File: src/rtl/button_conditioner_pkg.sv
// Shared types and helpers for the alarm clock button front-end.
// State encodings are fixed so they can also be used as plain logic [2:0] constants.
package alarm_input_pkg;

  typedef enum logic [2:0] {
    IDLE    = 3'd0,
    ARM     = 3'd1,
    PRESSED = 3'd2,
    HOLD    = 3'd3,
    DISARM  = 3'd4
  } btn_state_t;

  // Bits needed to hold a count of 0..max_cycles.
  function automatic int cnt_width(input int max_cycles);
    return (max_cycles < 1) ? 1 : $clog2(max_cycles + 1);
  endfunction

endpackage

File: src/rtl/button_conditioner_if.sv
// Button bundle between the pins/CPU side and the conditioner.
// The master side drives raw pins and clears; the slave side returns levels, strobes and flags.
interface button_conditioner_if #(
  parameter int NUM_BTN = 4
);
  logic [NUM_BTN-1:0] btn_raw;
  logic [NUM_BTN-1:0] evt_clear;
  logic [NUM_BTN-1:0] btn_level;
  logic [NUM_BTN-1:0] btn_press;
  logic [NUM_BTN-1:0] btn_release;
  logic [NUM_BTN-1:0] btn_long;
  logic [NUM_BTN-1:0] evt_pending;

  modport master (
    output btn_raw, evt_clear,
    input  btn_level, btn_press, btn_release, btn_long, evt_pending
  );

  modport slave (
    input  btn_raw, evt_clear,
    output btn_level, btn_press, btn_release, btn_long, evt_pending
  );
endinterface

File: src/rtl/button_conditioner_channel.sv
// One button channel: 2-FF synchroniser, debounce FSM with long-press and auto-repeat,
// registered 1-cycle strobes and a sticky event flag cleared by the CPU.
module button_channel
  import alarm_input_pkg::*;
#(
  parameter bit ACTIVE_LOW   = 1'b1,
  parameter int DEBOUNCE_CYC = 1_000_000,
  parameter int HOLD_CYC     = 50_000_000,
  parameter int REPEAT_CYC   = 10_000_000
) (
  input  logic clk,
  input  logic rst,
  input  logic btn_raw,
  input  logic evt_clear,
  output logic btn_level,
  output logic btn_press,
  output logic btn_release,
  output logic btn_long,
  output logic evt_pending
);

  localparam int MAX_AB  = (HOLD_CYC > DEBOUNCE_CYC) ? HOLD_CYC : DEBOUNCE_CYC;
  localparam int MAX_CYC = (REPEAT_CYC > MAX_AB) ? REPEAT_CYC : MAX_AB;
  localparam int CW      = cnt_width(MAX_CYC);

  localparam logic [CW-1:0] DEB_LAST  = CW'(DEBOUNCE_CYC - 1);
  localparam logic [CW-1:0] HOLD_LAST = CW'(HOLD_CYC - 1);
  localparam logic [CW-1:0] REP_LAST  = CW'(REPEAT_CYC - 1);
  localparam logic [CW-1:0] CNT_ONE   = CW'(1);

  localparam logic [2:0] S_IDLE    = IDLE;
  localparam logic [2:0] S_ARM     = ARM;
  localparam logic [2:0] S_PRESSED = PRESSED;
  localparam logic [2:0] S_HOLD    = HOLD;
  localparam logic [2:0] S_DISARM  = DISARM;

  localparam logic [1:0] SYNC_RELEASED = {2{ACTIVE_LOW}};

  logic [1:0]    sync;
  logic          p;
  logic [2:0]    state;
  logic [2:0]    ret_state;
  logic [CW-1:0] cnt;

  assign p = sync[1] ^ ACTIVE_LOW;

  // ret_state remembers whether a bounce during release returns to PRESSED or HOLD.
  always_ff @(posedge clk) begin
    if (rst) begin
      sync        <= SYNC_RELEASED;
      state       <= S_IDLE;
      ret_state   <= S_PRESSED;
      cnt         <= '0;
      btn_level   <= 1'b0;
      btn_press   <= 1'b0;
      btn_release <= 1'b0;
      btn_long    <= 1'b0;
      evt_pending <= 1'b0;
    end else begin
      sync        <= {sync[0], btn_raw};
      btn_press   <= 1'b0;
      btn_release <= 1'b0;
      btn_long    <= 1'b0;
      evt_pending <= btn_press | (evt_pending & ~evt_clear);

      case (state)
        S_IDLE: begin
          if (p) begin
            state <= S_ARM;
            cnt   <= '0;
          end
        end

        S_ARM: begin
          if (!p) begin
            state <= S_IDLE;
            cnt   <= '0;
          end else if (cnt == DEB_LAST) begin
            state     <= S_PRESSED;
            btn_level <= 1'b1;
            btn_press <= 1'b1;
            cnt       <= '0;
          end else begin
            cnt <= cnt + CNT_ONE;
          end
        end

        S_PRESSED: begin
          if (!p) begin
            state     <= S_DISARM;
            ret_state <= S_PRESSED;
            cnt       <= '0;
          end else if (cnt == HOLD_LAST) begin
            state     <= S_HOLD;
            btn_long  <= 1'b1;
            btn_press <= 1'b1;
            cnt       <= '0;
          end else begin
            cnt <= cnt + CNT_ONE;
          end
        end

        S_HOLD: begin
          if (!p) begin
            state     <= S_DISARM;
            ret_state <= S_HOLD;
            cnt       <= '0;
          end else if (cnt == REP_LAST) begin
            btn_press <= 1'b1;
            cnt       <= '0;
          end else begin
            cnt <= cnt + CNT_ONE;
          end
        end

        S_DISARM: begin
          if (p) begin
            state <= ret_state;
            cnt   <= '0;
          end else if (cnt == DEB_LAST) begin
            state       <= S_IDLE;
            btn_level   <= 1'b0;
            btn_release <= 1'b1;
            cnt         <= '0;
          end else begin
            cnt <= cnt + CNT_ONE;
          end
        end

        default: begin
          state <= S_IDLE;
          cnt   <= '0;
        end
      endcase
    end
  end

endmodule

File: src/rtl/button_conditioner.sv
// Alarm clock button front-end: NUM_BTN independent conditioned channels
// whose per-bit outputs are gathered onto the button bundle.
module button_conditioner #(
  parameter int NUM_BTN      = 4,
  parameter bit ACTIVE_LOW   = 1'b1,
  parameter int DEBOUNCE_CYC = 1_000_000,
  parameter int HOLD_CYC     = 50_000_000,
  parameter int REPEAT_CYC   = 10_000_000
) (
  input logic                 clk_clk,
  input logic                 reset_reset,
  button_conditioner_if.slave bus
);

  if (DEBOUNCE_CYC < 1 || HOLD_CYC < 1 || REPEAT_CYC < 1) begin : g_bad_params
    $error("button_conditioner: DEBOUNCE_CYC, HOLD_CYC and REPEAT_CYC must all be >= 1");
  end

  logic [NUM_BTN-1:0] level_w;
  logic [NUM_BTN-1:0] press_w;
  logic [NUM_BTN-1:0] release_w;
  logic [NUM_BTN-1:0] long_w;
  logic [NUM_BTN-1:0] pending_w;

  for (genvar i = 0; i < NUM_BTN; i++) begin : g_ch
    button_channel #(
      .ACTIVE_LOW   (ACTIVE_LOW),
      .DEBOUNCE_CYC (DEBOUNCE_CYC),
      .HOLD_CYC     (HOLD_CYC),
      .REPEAT_CYC   (REPEAT_CYC)
    ) u_channel (
      .clk         (clk_clk),
      .rst         (reset_reset),
      .btn_raw     (bus.btn_raw[i]),
      .evt_clear   (bus.evt_clear[i]),
      .btn_level   (level_w[i]),
      .btn_press   (press_w[i]),
      .btn_release (release_w[i]),
      .btn_long    (long_w[i]),
      .evt_pending (pending_w[i])
    );
  end

  assign bus.btn_level   = level_w;
  assign bus.btn_press   = press_w;
  assign bus.btn_release = release_w;
  assign bus.btn_long    = long_w;
  assign bus.evt_pending = pending_w;

endmodule
File: src/flat_wrapper.sv
// flat-port wrapper written by rule: the top's interface ports become plain ports
module button_conditioner_flat 
#(
  parameter int NUM_BTN      = 4,
  parameter bit ACTIVE_LOW   = 1'b1,
  parameter int DEBOUNCE_CYC = 1_000_000,
  parameter int HOLD_CYC     = 50_000_000,
  parameter int REPEAT_CYC   = 10_000_000
)
  (clk_clk, reset_reset, bus_btn_raw, bus_evt_clear, bus_btn_level, bus_btn_press, bus_btn_release, bus_btn_long, bus_evt_pending);
  button_conditioner_if #(.NUM_BTN(NUM_BTN)) bus_i ();
  input logic clk_clk;
  input logic reset_reset;
  input wire logic [$bits(bus_i.btn_raw)-1:0] bus_btn_raw;
  input wire logic [$bits(bus_i.evt_clear)-1:0] bus_evt_clear;
  output wire logic [$bits(bus_i.btn_level)-1:0] bus_btn_level;
  output wire logic [$bits(bus_i.btn_press)-1:0] bus_btn_press;
  output wire logic [$bits(bus_i.btn_release)-1:0] bus_btn_release;
  output wire logic [$bits(bus_i.btn_long)-1:0] bus_btn_long;
  output wire logic [$bits(bus_i.evt_pending)-1:0] bus_evt_pending;
  assign bus_i.btn_raw = bus_btn_raw;
  assign bus_i.evt_clear = bus_evt_clear;
  assign bus_btn_level = bus_i.btn_level;
  assign bus_btn_press = bus_i.btn_press;
  assign bus_btn_release = bus_i.btn_release;
  assign bus_btn_long = bus_i.btn_long;
  assign bus_evt_pending = bus_i.evt_pending;
  button_conditioner #(.NUM_BTN(NUM_BTN), .ACTIVE_LOW(ACTIVE_LOW), .DEBOUNCE_CYC(DEBOUNCE_CYC), .HOLD_CYC(HOLD_CYC), .REPEAT_CYC(REPEAT_CYC)) u_core (.clk_clk(clk_clk), .reset_reset(reset_reset), .bus(bus_i));
endmodule
File: config.mk
export PLATFORM = sky130hd
export DESIGN_NAME = button_conditioner_flat
export DESIGN_NICKNAME = d
export VERILOG_FILES = /design/src/rtl/button_conditioner_pkg.sv /design/src/rtl/button_conditioner_if.sv /design/src/rtl/button_conditioner_channel.sv /design/src/rtl/button_conditioner.sv /design/src/flat_wrapper.sv
export SDC_FILE = /design/constraint.sdc
export NUM_CORES = 1
export LEC_CHECK = 0
export BUFFER_PORTS_ARGS = -buffer_cell sky130_fd_sc_hd__buf_2
export CAP_MARGIN = 15
export CORE_MARGIN = 2
export CORE_UTILIZATION = 30
export CTS_CLUSTER_DIAMETER = 60
export DETAILED_ROUTE_END_ITERATION = 10
export PLACE_DENSITY = 0.49
export SETUP_SLACK_MARGIN = 0.3
export SLEW_MARGIN = 20
export SYNTH_ARGS = -nofsm -noshare
export SYNTH_HDL_FRONTEND = slang
export SYNTH_HIERARCHICAL = 1
export SYNTH_SLANG_ARGS = --single-unit
File: constraint.sdc
create_clock -name clk_clk -period 2.75 [get_ports clk_clk]
set_input_delay 0.4125 -clock clk_clk [delete_from_list [all_inputs] [get_ports clk_clk]]
set_output_delay 0.4125 -clock clk_clk [all_outputs]
set_load 0.02 [all_outputs]
After elaboration in Yosys (flattened, before gate mapping)
Index checks and enable logic that the tools add are counted.
{ "totals": {"register_bits": 156, "inputBits": 10, "output_inout_bits": 20, "wordCells": 296} }
{ "op_classes": {"n_addsub": 4, "eq_ne": 68, "mux": 132, "n_bitwise": 24, "n_reduce_logical": 32} }
{ "ops": {"columns": ["op", "n"], "rows": [
  ["$mux 26", 32],
  ["$pmux 26 s5", 4],
  ["$mux 3", 40],
  ["$add 26x1->26 const B", 4],
  ["$eq 26x20->1 const B", 4],
  ["$eq 26x24->1 const B", 4],
  ["$eq 26x26->1 const B", 4],
  ["$pmux 3 s5", 4],
  ["$ne 2x2->1 const B", 28],
  ["$mux 1", 40],
  ["$reduce_and 5->1", 8],
  ["$ne 3x3->1 const B", 12],
  ["$eq 3x2->1 const B", 8],
  ["$pmux 3 s2", 4],
  ["$not 1->1", 16],
  ["$reduce_bool 2->1", 8],
  ["$eq 3x1->1 const B", 4],
  ["$eq 3x3->1 const B", 4],
  ["$logic_not 3->1", 4],
  ["$pmux 1 s3", 4],
  ["$reduce_and 3->1", 4],
  ["$reduce_or 3->1", 4],
  ["$pmux 1 s2", 4],
  ["$reduce_or 2->1", 4],
  ["2 further kinds", 8]
]} }

Depth between registers and ports, before layout
{ "depth": {"depth_word": 4, "depth_mapped": 9, "ltp_nobuf": 7} }

Hierarchy
Netlist, hierarchy kept.
{ "modules_own_cells": {"columns": ["module", "n_inst", "cells_each", "area_each_um2", "seq_area_each_um2"], "rows": [
  ["button_channel at u_core.g_ch[0].u_channel ...", 2, 236, 1963.1, 740.7],
  ["button_channel at u_core.g_ch[3].u_channel", 1, 252, 2048.2, 740.7],
  ["button_channel at u_core.g_ch[2].u_channel", 1, 236, 1969.4, 740.7]
]} }

Worst setup path after synthesis
OpenSTA, ideal clock, no wires.
{ "synth_timing": {"path_type": "register to register", "from": "reg u_core.g_ch[3].u_channel.cnt[0]", "to": "reg u_core.g_ch[3].u_channel.cnt[25]", "t_arrival_ps": 2063, "setup_slack_ps": 565, "stages_incl_launch_ff": 10, "period_less_slack_ps": 2185, "cell_sequence": "dfxtp_1 ha_1 and3_1 buf_2 nand4_1 or4_4 a21bo_1 buf_6 and4_1 a311o_1"} }
{ "synth_via": {"elab_chain_cells": 4, "word_cells_on_any_way": 12} }
{ "synth_rtl": {"columns": ["item", "line_no", "rtl"], "rows": [
  ["start, declared", "button_conditioner_channel.sv:43", "logic [CW-1:0] cnt;"],
  ["start signal, assigned", "button_conditioner_channel.sv:84", "cnt <= cnt + CNT_ONE;"],
  ["start signal, assigned", "button_conditioner_channel.sv:99", "cnt <= cnt + CNT_ONE;"],
  ["start signal, assigned", "button_conditioner_channel.sv:112", "cnt <= cnt + CNT_ONE;"],
  ["$add 26x1->26, or another cell as far along", null, null],
  ["$mux 26, on equally long branches (2 in series)", null, null],
  ["$pmux 26 s5 *", "button_conditioner_channel.sv:66", "case (state)"]
]} }
Mark *: on every way between the ends. The rest lies on a longest branch, timed or not.
A chain may end at the register's enable or synchronous reset.

Final worst setup path
{ "layout_timing": {"from": "reg u_core.g_ch[1].u_channel.cnt[7]", "to": "reg u_core.g_ch[1].u_channel.cnt[2]"} }
{ "layout_via": {"elab_chain_cells": 4, "word_cells_on_any_way": 11} }
{ "layout_rtl": {"columns": ["item", "line_no"], "rows": [
  ["start, declared", "button_conditioner_channel.sv:43"],
  ["start signal, assigned", "button_conditioner_channel.sv:84"],
  ["start signal, assigned", "button_conditioner_channel.sv:99"],
  ["start signal, assigned", "button_conditioner_channel.sv:112"],
  ["$eq 26x20->1, or another cell as far along", "button_conditioner_channel.sv:78, button_conditioner_channel.sv:120"],
  ["$mux 26, on equally long branches (2 in series)", null],
  ["$pmux 26 s5 *", "button_conditioner_channel.sv:66"]
]} }
Marks and branches as above.

==> results.toml <==
[status]
status = "finished clean"

[timing]
setup_ws_ns = 0.4167
hold_violations = 0
worstMarginPinSlew_ns = 0.6901
fin_tns_setup_ns = 0
period_share_pct = 84.85
fin_worst_skew_ns = 0.01470
slew_viol_final = 0
max_freq_mhz = 428.6
finalCriticalPeriod_ns = 2.333
finalSetupViolations = 0
rsz0062_at_grt = "false"
slew_headroom_pct = 53.99
hold_slack_ns = 0.1643

[cts]
htreeDepth = 4
cts.hold.buffers_added = 0
cts_tree = "yes"
root_buffer = "clkbuf_16"
clk_latency_ns = 0.43
cts_inserted_buffers = 17
clock-sinks = 148
clkTransAtPathRegs_ns = 0.06
cts.path.max_buffers = 2

[synth]
synthFlopType = "dfxtp_1"
yosysTopAreaCellShare_pct = 37.30
synth_area_leaders = "dfxtp_1 37%, nand3_1 5.7%, nand2_1 5.2%"
ys_warn_count = 6
yosysUniqueCellTypes = 70
ys_seq_elements = 148
yosys.area.top_type = "dfxtp_1"
ys_seq_area_share_pct = 37.30
synth.avg_cell_area_um2 = 8.275
netlist_area_mm2 = 0.007944
synth_cells = 960
synth_edf_count = 0
synthArstFlopShare_pct = 0
syn_nets = 974

[global_route]
antenna_found_initial = 0
grt_max_degree = 53
grt_pass1_wl_um = 34160
overflow = 0
grt_pass1_vias = 6688
grtUsageTotal_pct = 14.66

[worst_setup_path]
path_class = "reg2reg"
arrival_ns = 2.65
required_ns = 3.07
worstPathMaxFanout = 16
start_kind = "flop"
end_kind = "flop"
rrSetupSlack_ns = 0.42

[die]
num_rows = 59
dieWidth_um = 166.7
core_mm2 = 0.02606
die-height_um = 166.7
dieArea_mm2 = 0.02780
start_util_pct = 30.48
boundaryPins = 30

[detailed_routing]
drc_errors = 0
drt-initial-drc-count = 570
num_vias = 7300
viasPerCell = 5.440
antenna_left = 0
wl_per_cell_um = 15.10
wl_um = 20260
drt-pass1-iter-count = 5

[placement]
dp_hpwl_um = 13790
pre_cts_ws_ns = 0.3038
portBuffers = 29
place_congestion = 0.8330

[job]
maxCapViolations = 0

[final_layout]
fin_nets = 1008
syn2layout_area_growth_pct = 16.44
drive_above_1_share_pct = 15.09
antennaDiodeCount = 0

[power_and_ir_drop]
power_density_mw_per_mm2 = 544.9
power.leakage_nw = 3.018
peakVddDrop_mv = 0.4244
total_power_mw = 5.040

[hold_path]
hold_path.class = "in2reg"
[repair_timing]
| item | 4_1_cts | 5_1_grt |
|---|---|---|
| buffers inserted | 0 | 4 |
| hold endpoints to repair | 0 | 0 |
| gates resized for setup | 2 | 12 |
| setup endpoints to repair | 3 | 31 |
| pin swaps | 0 | 3 |
[layer usage]
| metal | vias to the layer above | wire (um) | global-route usage (%) |
|---|---|---|---|
| met3 | 20 | 841 | 2.733 |
| li1 | 3669 | - | - |
| met4 | 0 | 246 | 4.385 |
| met1 | 3465 | 10300 | 20.54 |
| met2 | 146 | 8870 | 22.91 |
| met5 | - | 0 | 0 |
[state kept, by name (all words and copies together), names as in the netlist]
name / count
u_core/g_ch.u_channel/state: 12
u_core/g_ch.u_channel/ret_state: 4
u_core/g_ch.u_channel/btn_level: 4
u_core/g_ch.u_channel/btn_press: 4
u_core/g_ch.u_channel/evt_pending: 4
u_core/g_ch.u_channel/btn_long: 4
u_core/g_ch.u_channel/sync: 8
u_core/g_ch.u_channel/cnt: 104
u_core/g_ch.u_channel/btn_release: 4
[critical path, stage by stage, from the launching register on]
cell     delay (ns)
dfxtp_1        0.38
or4b_1         0.60
nor4b_4        0.37
a31o_2         0.29
a31o_4         0.29
o22ai_2        0.10
a22o_1         0.20
[kinds of logic after synthesis]
| family | Yosys count | share of synthesized area (%) |
|---|---|---|
| AND/OR/NAND/NOR | 526 | 37.23 |
| AO/OA/AOI/OAI | 172 | 16.02 |
| flip-flops | 148 | 37.30 |
| buffers and inverters | 69 | 4.142 |
| XOR/XNOR | 31 | 3.418 |
| multiplexers | 10 | 1.260 |
| adder cells (fa/ha/maj) | 4 | 0.6300 |
[cells in the mapped netlist, types with 7 or more instances]
cell type  count
a21o_1         7
a21oi_1       40
a31oi_1        9
and2_1         7
and3_1        10
and4_1        19
buf_2         17
clkbuf_1      30
dfxtp_1      148
inv_1         15
mux2i_1       10
nand2_1      111
nand3_1       90
nand3b_1      20
nand4_1       40
nor2_1        71
nor2b_1       21
nor3_1        31
nor4_1        15
nor4b_1        7
o21ai_0       32
o221ai_1       7
o311ai_1      21
or2_2          8
or3_1         24
or4_1         10
or4bb_1        9
xnor2_1        7
xor2_1        24
[worst paths after layout]
path | to | cells past startpoint | start
max | u_core/g_ch[1].u_channel/cnt[2] | 6 | u_core/g_ch[1].u_channel/cnt[7]
min | u_core/g_ch[0].u_channel/sync[0] | 2 | bus_btn_raw[0]
max reg2reg | u_core/g_ch[1].u_channel/cnt[2] | 6 | u_core/g_ch[1].u_channel/cnt[7]
min reg2reg | u_core/g_ch[0].u_channel/sync[1] | 1 | u_core/g_ch[0].u_channel/sync[0]
[metrics by stage]
step | utilization [%] | cell area, um^2 | cells
finish | 35.50 | 9250 | 1342
global route | 35.50 | 9250 | 1342
CTS | 35.13 | 9155 | 1338
detailed placement | 32.67 | 8514 | 1306
global placement | 32.67 | 8514 | 1306
floorplan | - | 7944 | 960
[where the power goes]
| group | leakage [nW] | total, mW | internal (mW) | switching, mW |
|---|---|---|---|---|
| Sequential | 1.19 | 2.17 | 2.16 | 0.00885 |
| Clock | 0.301 | 2.50 | 1.55 | 0.957 |
| Combinational | 1.52 | 0.369 | 0.123 | 0.246 |
| Total | 3.02 | 5.04 | 3.83 | 1.21 |
[cells in the final DEF (no fill, tap or decap), drive strengths merged, types with 5 or more instances in the layout]
master	n
nor4b	10
buf	69
a31o	6
and2	7
mux2i	10
o21ai	32
a31oi	12
or4bb	9
dfxtp	148
inv	17
xor2	24
or2	8
a21o	10
and4	19
or4	11
nor3b	5
nand3b	23
o221ai	7
clkbuf	20
a21oi	40
o311ai	23
xnor2	7
nor2	71
nand2	111
nor3	34
or3	24
and3	10
a41o	6
nand3	90
nor4	19
nor2b	21
nand4	40
or4b	5
[cell type report]
| type | count | area [um^2] |
|---|---|---|
| multi-input cells | 743 | 4740 |
| fillers | 2706 | 16810 |
| clock buffers | 20 | 446.7 |
| repair buffers | 69 | 447.9 |
| flip-flops and latches | 148 | 2964 |
| inverters | 15 | 56.30 |
| well taps | 335 | 419.2 |
| clock inverters | 12 | 176.4 |
Power figures use the tool's default switching activity.
